<file path="src/rtl/datapath_pkg.sv">
// Shared datapath types for the ALU functional unit: opcodes, words and bus payloads.
package datapath_pkg;

    localparam int unsigned DP_WORD_W = 32;
    localparam int unsigned DP_TAG_W  = 5;

    typedef logic [DP_WORD_W-1:0] word_t;
    typedef logic [DP_TAG_W-1:0]  tag_t;

    typedef enum logic [3:0] {
        ALU_ADD = 4'd0,
        ALU_SUB = 4'd1,
        ALU_AND = 4'd2,
        ALU_OR  = 4'd3,
        ALU_XOR = 4'd4,
        ALU_SLL = 4'd5,
        ALU_SRL = 4'd6,
        ALU_SRA = 4'd7
    } aluop_t;

    typedef struct packed {
        aluop_t aluop;
        word_t  a;
        word_t  b;
        tag_t   rd;
    } fu_alu_req_t;

    typedef struct packed {
        word_t data;
        tag_t  rd;
        logic  neg;
        logic  ovf;
        logic  zero;
    } fu_alu_wb_t;

endpackage

</file>
<file path="src/rtl/fu_wb_queue.sv">
// In-order writeback FIFO of ALU results; flush empties it at the next edge.
module fu_wb_queue
    import datapath_pkg::*;
#(
    parameter int unsigned DEPTH = 2
) (
    input  logic                         clk_i,
    input  logic                         rst_i,
    input  logic                         flush_i,
    input  logic                         push_i,
    input  fu_alu_wb_t                   push_data_i,
    input  logic                         pop_i,
    output fu_alu_wb_t                   pop_data_o,
    output logic                         full_o,
    output logic                         empty_o,
    output logic [$clog2(DEPTH+1)-1:0]   count_o
);

    localparam int unsigned PTR_W = (DEPTH > 1) ? $clog2(DEPTH) : 1;
    localparam int unsigned CNT_W = $clog2(DEPTH + 1);

    fu_alu_wb_t         mem_q [DEPTH];
    logic [PTR_W-1:0]   wr_ptr_q, wr_ptr_d;
    logic [PTR_W-1:0]   rd_ptr_q, rd_ptr_d;
    logic [CNT_W-1:0]   count_q,  count_d;

    // Pointer/count next state; flush wins over any push or pop.
    always_comb begin
        wr_ptr_d = wr_ptr_q;
        rd_ptr_d = rd_ptr_q;
        count_d  = count_q;
        if (flush_i) begin
            wr_ptr_d = '0;
            rd_ptr_d = '0;
            count_d  = '0;
        end else begin
            if (push_i) wr_ptr_d = wr_ptr_q + PTR_W'(1);
            if (pop_i)  rd_ptr_d = rd_ptr_q + PTR_W'(1);
            if (push_i && !pop_i)      count_d = count_q + CNT_W'(1);
            else if (!push_i && pop_i) count_d = count_q - CNT_W'(1);
        end
    end

    always_ff @(posedge clk_i) begin
        if (rst_i) begin
            wr_ptr_q <= '0;
            rd_ptr_q <= '0;
            count_q  <= '0;
        end else begin
            wr_ptr_q <= wr_ptr_d;
            rd_ptr_q <= rd_ptr_d;
            count_q  <= count_d;
        end
    end

    always_ff @(posedge clk_i) begin
        if (push_i && !flush_i && !rst_i) mem_q[wr_ptr_q] <= push_data_i;
    end

    assign pop_data_o = mem_q[rd_ptr_q];
    assign full_o     = (count_q == CNT_W'(DEPTH));
    assign empty_o    = (count_q == CNT_W'(0));
    assign count_o    = count_q;

endmodule

</file>
<file path="src/rtl/fu_alu_issue.sv">
// Issue-side driver for the combinational ALU: registers operands, queues results
// with their tags and hands them to writeback in issue order.
module fu_alu_issue
    import datapath_pkg::*;
#(
    parameter int unsigned WORD_W  = DP_WORD_W,
    parameter int unsigned TAG_W   = DP_TAG_W,
    parameter int unsigned Q_DEPTH = 2
) (
    input  logic              CLK,
    input  logic              RST,
    input  logic              flush,
    input  logic              issue_valid,
    output logic              issue_ready,
    input  logic [3:0]        issue_aluop,
    input  logic [WORD_W-1:0] issue_a,
    input  logic [WORD_W-1:0] issue_b,
    input  logic [TAG_W-1:0]  issue_rd,
    output logic [3:0]        aluop,
    output logic [WORD_W-1:0] port_a,
    output logic [WORD_W-1:0] port_b,
    input  logic [WORD_W-1:0] port_output,
    input  logic              negative,
    input  logic              overflow,
    input  logic              zero,
    output logic              wb_valid,
    input  logic              wb_ready,
    output logic [WORD_W-1:0] wb_data,
    output logic [TAG_W-1:0]  wb_rd,
    output logic              wb_neg,
    output logic              wb_ovf,
    output logic              wb_zero,
    output logic              busy
);

    localparam int unsigned CNT_W = $clog2(Q_DEPTH + 1);

    fu_alu_req_t       s1_q, s1_d;
    logic              s1_valid_q, s1_valid_d;
    logic              s1_adv;
    logic              issue_fire;
    logic              pop;
    logic              push;
    fu_alu_wb_t        wb_in;
    fu_alu_wb_t        wb_head;
    logic              q_full;
    logic              q_empty;
    logic [CNT_W-1:0]  q_count;

    assign pop         = wb_valid && wb_ready;
    assign s1_adv      = s1_valid_q && (!q_full || pop);
    assign issue_ready = !flush && (!s1_valid_q || s1_adv);
    assign issue_fire  = issue_valid && issue_ready;
    assign push        = s1_adv && !flush;

    // S1 next state; operands only change on a fire so the ALU inputs stay quiet.
    always_comb begin
        s1_d       = s1_q;
        s1_valid_d = s1_valid_q;
        if (flush) begin
            s1_valid_d = 1'b0;
        end else if (issue_fire) begin
            s1_valid_d = 1'b1;
            s1_d.aluop = aluop_t'(issue_aluop);
            s1_d.a     = DP_WORD_W'(issue_a);
            s1_d.b     = DP_WORD_W'(issue_b);
            s1_d.rd    = DP_TAG_W'(issue_rd);
        end else if (s1_adv) begin
            s1_valid_d = 1'b0;
        end
    end

    always_ff @(posedge CLK) begin
        if (RST) begin
            s1_q       <= '0;
            s1_valid_q <= 1'b0;
        end else begin
            s1_q       <= s1_d;
            s1_valid_q <= s1_valid_d;
        end
    end

    assign aluop  = 4'(s1_q.aluop);
    assign port_a = WORD_W'(s1_q.a);
    assign port_b = WORD_W'(s1_q.b);

    always_comb begin
        wb_in      = '0;
        wb_in.data = DP_WORD_W'(port_output);
        wb_in.rd   = s1_q.rd;
        wb_in.neg  = negative;
        wb_in.ovf  = overflow;
        wb_in.zero = zero;
    end

    fu_wb_queue #(
        .DEPTH (Q_DEPTH)
    ) u_wb_queue (
        .clk_i       (CLK),
        .rst_i       (RST),
        .flush_i     (flush),
        .push_i      (push),
        .push_data_i (wb_in),
        .pop_i       (pop),
        .pop_data_o  (wb_head),
        .full_o      (q_full),
        .empty_o     (q_empty),
        .count_o     (q_count)
    );

    // Head entry drives writeback; zeros when nothing is queued.
    always_comb begin
        wb_valid = !q_empty;
        wb_data  = '0;
        wb_rd    = '0;
        wb_neg   = 1'b0;
        wb_ovf   = 1'b0;
        wb_zero  = 1'b0;
        if (!q_empty) begin
            wb_data = WORD_W'(wb_head.data);
            wb_rd   = TAG_W'(wb_head.rd);
            wb_neg  = wb_head.neg;
            wb_ovf  = wb_head.ovf;
            wb_zero = wb_head.zero;
        end
    end

    assign busy = s1_valid_q || (q_count != CNT_W'(0));

endmodule

</file>
<file path="config.mk">
export PLATFORM = sky130hd
export DESIGN_NAME = fu_alu_issue
export DESIGN_NICKNAME = d
export VERILOG_FILES = /design/src/rtl/datapath_pkg.sv /design/src/rtl/fu_wb_queue.sv /design/src/rtl/fu_alu_issue.sv
export SDC_FILE = /design/constraint.sdc
export NUM_CORES = 1
export LEC_CHECK = 0
export BUFFER_PORTS_ARGS = -buffer_cell sky130_fd_sc_hd__buf_2
export CORE_MARGIN = 1.5
export CORE_UTILIZATION = 55
export DETAILED_ROUTE_END_ITERATION = 8
export PLACE_DENSITY = 0.85
export SYNTH_ARGS = -nofsm -noshare
export SYNTH_HDL_FRONTEND = slang
export SYNTH_SLANG_ARGS = --single-unit
</file>
<file path="constraint.sdc">
create_clock -name CLK -period 4.3 [get_ports CLK]
set_input_delay 0.215 -clock CLK [delete_from_list [all_inputs] [get_ports CLK]]
set_output_delay 0.215 -clock CLK [all_outputs]
set_load 0.05 [all_outputs]
</file>
==> reports/metrics.cfg, run 1 <==
[run_status]
status = complete, no violations

[drt]
drt_iter0_markers = 319
post_drt_wl_per_cell_um = 15.2
drc = 0
drt_pass1_iterations = 4
vias_per_cell = 4.87
vias = 4633
ant_nets = 0
routed_wl_mm = 14.5

[pwr]
irDropWorstVdd_mv = 0.212
p_per_area_nw_per_um2 = 396
power.leakage_nw = 3.59
p_total_mw = 3.41

[global_route]
track_usage_pct = 21.0
gr-max-usage-layer = met2
antenna_found_initial = 1
grt-ovfl-total = 0
grt_use_met3_pct = 7.31
grt_pass1_vias = 4538
use_met2_pct = 36.2
grt_max_degree = 133
grt_pass1_wl_mm = 21.7
use_met1_pct = 23.3

[clock_network]
hold_buffers = 34
path_clk_slew_ns = 0.06
clock-sinks = 159
cts_resized = 0
cts_root_buffer = clkbuf_16
htreeDepth = 4
cts_buffer_depth = 2
numCtsBuffers = 17
insertion_delay_ns = 0.41
postCtsSetupBuffers = 0
cts_tree = done

[cells_and_area]
fillers = 929
fin_util_pct = 68.0
drive_gt1_share_pct = 33.5
syn_to_final_growth_pct = 20.5
fin_nets = 878
multi_input_area_um2 = 2400
stdcell_area_um2 = 8610
ff_latch_area_um2 = 3990

[synth]
synth_ff_type = edfxtp_1
syn_nets = 701
post_synth_num_cell_types = 23
synthCells = 587
syn_avg_cell_area_um2 = 12.2
async_flop_share_pct = 0
yosys.cell_count.top_type = nand2b_1
synth_area_um2 = 7140
synthTopCellsByArea = edfxtp_1 (34%), dfxtp_1 (22%), mux2i_1 (16%), nand2b_1 (13%), buf_4 (7.1%)
yosysSeqAreaShare_pct = 55.8
synth-seq-cells = 159
synth_top_area_cell = edfxtp_1
yosysWarnings = 0
synth_top_cell_area_share_pct = 33.6
synth_edf_count = 80
ys_top_cells_by_count = nand2b_1 (146), mux2i_1 (114), edfxtp_1 (80), dfxtp_1 (79), buf_4 (68)

[timing]
layout_setup_ws_ns = 1.76
setup_violations = 0
post-route-min-period_ns = 2.54
worstMarginPinSlew_ns = 1.24
setup_tns_ns = 0
final_hold_viol_count = 0
max_slew_margin_pct = 17.4
rsz0062_at_grt = false
skew_ns = 0.00629
fmax_mhz = 393
period_share_pct = 59.2
drv_slew = 0

[critical_path]
end_kind = output port
crit_type = reg2out
reg2regPathDepth = 3
critPathRequiredTime_ns = 4.09
crit_fanout = 40
startpoint_type = flip-flop
critical_path_arrival_ns = 2.33

[floorplanning]
core-area_um2 = 12700
initial_core_util_pct = 56.4
die_w_um = 117
row_count = 41
die_area_um2 = 13700
ios = 224
die_y_um = 117

[place]
io_buffers = 223
placedInstanceArea_um2 = 7740
dp_slack_ns = 2.16
gp_congestion = 0.748
hpwl_mm = 9.24

[hold_path]
hold_path_depth = 1
hp-class = in2reg

[job]
maxCapViolations = 0

-- power by group --
| part | switching (mW) | internal, mW | leakage (nW) |
|---|---|---|---|
| registers | 0.0233 | 1.63 | 1.36 |
| logic | 0.267 | 0.153 | 1.97 |
| clock network | 0.571 | 0.763 | 0.260 |
-- placed cells by master, fill, tap and decap left out, types with 3 or more instances in the layout --
cell type      synthesis  final
clkinv_2               0      4
clkinv_1               0      3
nand2b_1             146    146
nor3_1                 3      3
buf_2                  5    223
buf_4                 68      3
clkbuf_16              0     17
xor2_1                 3      3
mux2i_1              114    114
nor2_1                45     43
dlygate4sd3_1          0     34
edfxtp_1              80     80
dfxtp_1               79     78
-- sequential cells by signal, summed over array words and instances, names as in the netlist, named ones only --
register             count
s1_q                     5
aluop                    4
u_wb_queue.rd_ptr_q      1
port_b                  32
u_wb_queue.mem_q        80
s1_valid_q               1
u_wb_queue.count_o       2
port_a                  32
u_wb_queue.wr_ptr_q      1
-- per-stage QoR --
stage / hold slack [ns] / cells
final: 0.0194 / 951
after detailed placement: 0.407 / 883
after CTS: 0.00147 / 949
after global routing: 0.00196 / 949
after floorplan: 0.314 / 587
after global placement: 0.404 / 883
-- area by class of cell --
type                    count  share of cell area [%]
clock buffers              21                    5.35
repair buffers            260                    17.2
flip-flops and latches    159                    46.3
diodes                      2                  0.0581
inverters                   1                  0.0436
multi-input cells         325                    27.9
clock inverters            11                   0.755
well taps                 172                    2.50
-- final timing paths --
check	from	to	slack (ns)
min reg2reg	s1_q[4]	u_wb_queue.mem_q[0][7]	0.46
min	port_output[18]	u_wb_queue.mem_q[0][26]	0.02
max reg2reg	u_wb_queue.count_o[0]	u_wb_queue.mem_q[0][32]	2.20
max	flip-flop	wb_data[29]	1.76
-- routing by layer --
layer	routed length, µm	vias to the layer above
met1	5880	2150
met4	239	0
met5	0	-
met2	7120	209
met3	1230	20
li1	-	2254
-- cells by family after synthesis --
family	after synthesis	synth area share, %
adder cells (fa/ha/maj)	1	0.175
AO/OA/AOI/OAI	4	0.350
buffers and inverters	103	10.9
flip-flops	159	55.8
XOR/XNOR	3	0.368
AND/OR/NAND/NOR	203	16.5
multiplexers	114	16.0
-- worst max-delay path, cell delays in order, from the launching register on --
cell     delay [ns]
dfxtp_2        1.15
mux2i_1        0.27
nor2_1         0.18
buf_2          0.28
Note: power is estimated with default switching activity, not from simulation.
==> inputs of run 2 (changes only) <==
Settings changed: CORE_UTILIZATION 55 to 46, PLACE_DENSITY 0.85 to 0.76.
Clock period 4.3 ns to 2.1 ns, I/O delays scaled along.
==> reports/metrics.cfg, run 2 (synthesis results as in run 1) <==
[run_status]
status = complete, no violations

[global_route]
use_met2_pct = 34.7  ; -1.5 points
grt_use_met3_pct = 5.61  ; -1.7 points
use_met1_pct = 21.4  ; -1.9 points
gr-max-usage-layer = met2
antenna_found_initial = 1  ; unchanged
grt_pass1_wl_mm = 24.7  ; +14%
grt_pass1_vias = 5170  ; +14%
grt_max_degree = 136  ; +2.3%
grt-ovfl-total = 0  ; unchanged
track_usage_pct = 19.3  ; -1.7 points

[pwr]
power.leakage_nw = 3.97  ; +11%
p_per_area_nw_per_um2 = 784  ; +98%
pwr-share-seq_pct = 45.3  ; -3.3 points
p_clk_share_pct = 41.3  ; +2.2 points
irDropWorstVdd_mv = 0.532  ; +150%
power.share.combinational_pct = 13.3  ; +1.0 points
p_total_mw = 7.47  ; +120%
p_switching_mw = 1.84  ; +110%
swShare_pct = 24.7  ; -0.61 points
p_int_mw = 5.62  ; +120%

[cells_and_area]
syn_to_final_growth_pct = 33.4
drive_gt1_share_pct = 31.2  ; -2.3 points
fin_nets = 961  ; +9.5%
final_cell_mix = buf_2 (223), nand2b_1 (146), mux2i_1 (114)
largest_reg_flops = 80  ; unchanged
antenna_cells = 0  ; -2
stdcell_area_um2 = 9530  ; +11%
fin_util_pct = 62.7  ; -5.3 points
final_common_cell = buf_2
top_register = u_wb_queue.mem_q

[timing]
worstMarginPinSlew_ns = 1.07  ; -0.174 ns
max_slew_margin_pct = 28.9  ; +12 points
drv_slew = 0  ; unchanged
setup_tns_ns = 0  ; unchanged
setup_violations = 0  ; unchanged
final_hold_viol_count = 0  ; unchanged
fmax_mhz = 479
rsz0062_at_grt = true
skew_ns = 0.00681  ; +0.000529 ns
post-route-min-period_ns = 2.09
period_share_pct = 99.4

[critical_path]
rr_startpoint = u_wb_queue.wr_ptr_q
critical_path_arrival_ns = 2.11  ; -0.22 ns
startpoint_type = flip-flop
crit_type = reg2reg
cp-startpoint = u_wb_queue.wr_ptr_q
critPathRequiredTime_ns = 2.12  ; -1.97 ns
end_kind = flip-flop
crit_fanout = 20  ; -50%

[place]
io_buffers = 223  ; unchanged
hpwl_mm = 9.49  ; +2.8%
placedInstanceArea_um2 = 7840  ; +1.3%
gp_congestion = 0.867  ; +16%

[drt]
ant_nets = 0  ; unchanged
post_drt_wl_per_cell_um = 15.1  ; -0.75%
routed_wl_mm = 15.8  ; +9.4%
drc = 0  ; unchanged
drt_pass1_iterations = 4  ; unchanged
vias_per_cell = 4.75  ; -2.6%
vias = 4973  ; +7.3%
drt_iter0_markers = 194  ; -39%

[floorplanning]
ios = 224  ; unchanged
initial_core_util_pct = 47.0  ; -9.4 points
die_area_um2 = 16300  ; +19%
die_y_um = 128  ; +9.1%
die_w_um = 128  ; +9.1%
row_count = 45  ; +9.8%
core-area_um2 = 15200  ; +20%

[hold_path]
hp-class = in2reg
hp-start = flush

[clock_network]
htreeDepth = 4  ; unchanged
cts_root_buffer = clkbuf_16
cts_tree = done
numCtsBuffers = 17  ; unchanged
path_clk_slew_ns = 0.06  ; about the same
cts_buffer_depth = 2  ; unchanged
postCtsSetupBuffers = 0  ; unchanged
cts_resized = 0  ; unchanged
clock-sinks = 159  ; unchanged
insertion_delay_ns = 0.41  ; about the same

[job]
maxCapViolations = 0  ; unchanged

[run 2: critical path, cell delays in order (launching register included)]
cell     delay (ns)
dfxtp_1        0.33
or3_1          0.51
nor2_2         0.87
[run 2: worst paths after layout]
check | end | slack [ns] | cells past startpoint
worst min register to register | u_wb_queue.mem_q[1][5] | 0.46 | 0
worst max-delay path | u_wb_queue.mem_q[0][36] | 0.01 | 2
worst min-delay path | u_wb_queue.rd_ptr_q | 0.05 | 3
worst max register to register | u_wb_queue.mem_q[0][36] | 0.01 | 2
[run 2: power by group through the flow]
stage | Combinational [mW] | Sequential [mW] | Clock (mW)
after floorplan | 0.695 | 3.44 | 0
after global placement | 0.805 | 3.45 | 0
after detailed placement | 0.825 | 3.45 | 0
after CTS | 0.982 | 3.38 | 3.15
after global routing | 1.05 | 3.39 | 3.29
final | 0.994 | 3.39 | 3.09
[run 2: repair_timing]
| action | 4_1_cts | 5_1_grt |
|---|---|---|
| setup endpoints to repair | 0 | 40 |
| endpoints found under the hold margin | 144 | 0 |
| hold buffers | 109 | 0 |
[run 2: metrics by stage]
stage,instances,setup WS [ns],hold slack [ns]
detailed placement,906,0.0114,0.301
global route,1048,-0.0665,0.0365
floorplan,587,0.120,0.204
CTS,1047,0.000695,0.0189
finish,1048,0.0127,0.0455
global placement,906,0.0975,0.295
[run 2: per-layer routing]
layer	vias to the layer above	wire (µm)	part of all wire, %
met2	190	7830	49
met4	2	328	2.1
li1	2419	-	-
met1	2335	6620	42
met5	-	19	0.12
met3	27	1030	6.5
[run 2: area by class of cell]
cell class,instances,area [µm²]
Tap cell,188,235
Sequential cell,159,3990
Inverter,1,3.75
Clock inverter,14,163
Clock buffer,18,429
Timing Repair Buffer,342,2310
Multi-Input combinational cell,326,2400
Fill cell,1130,5670
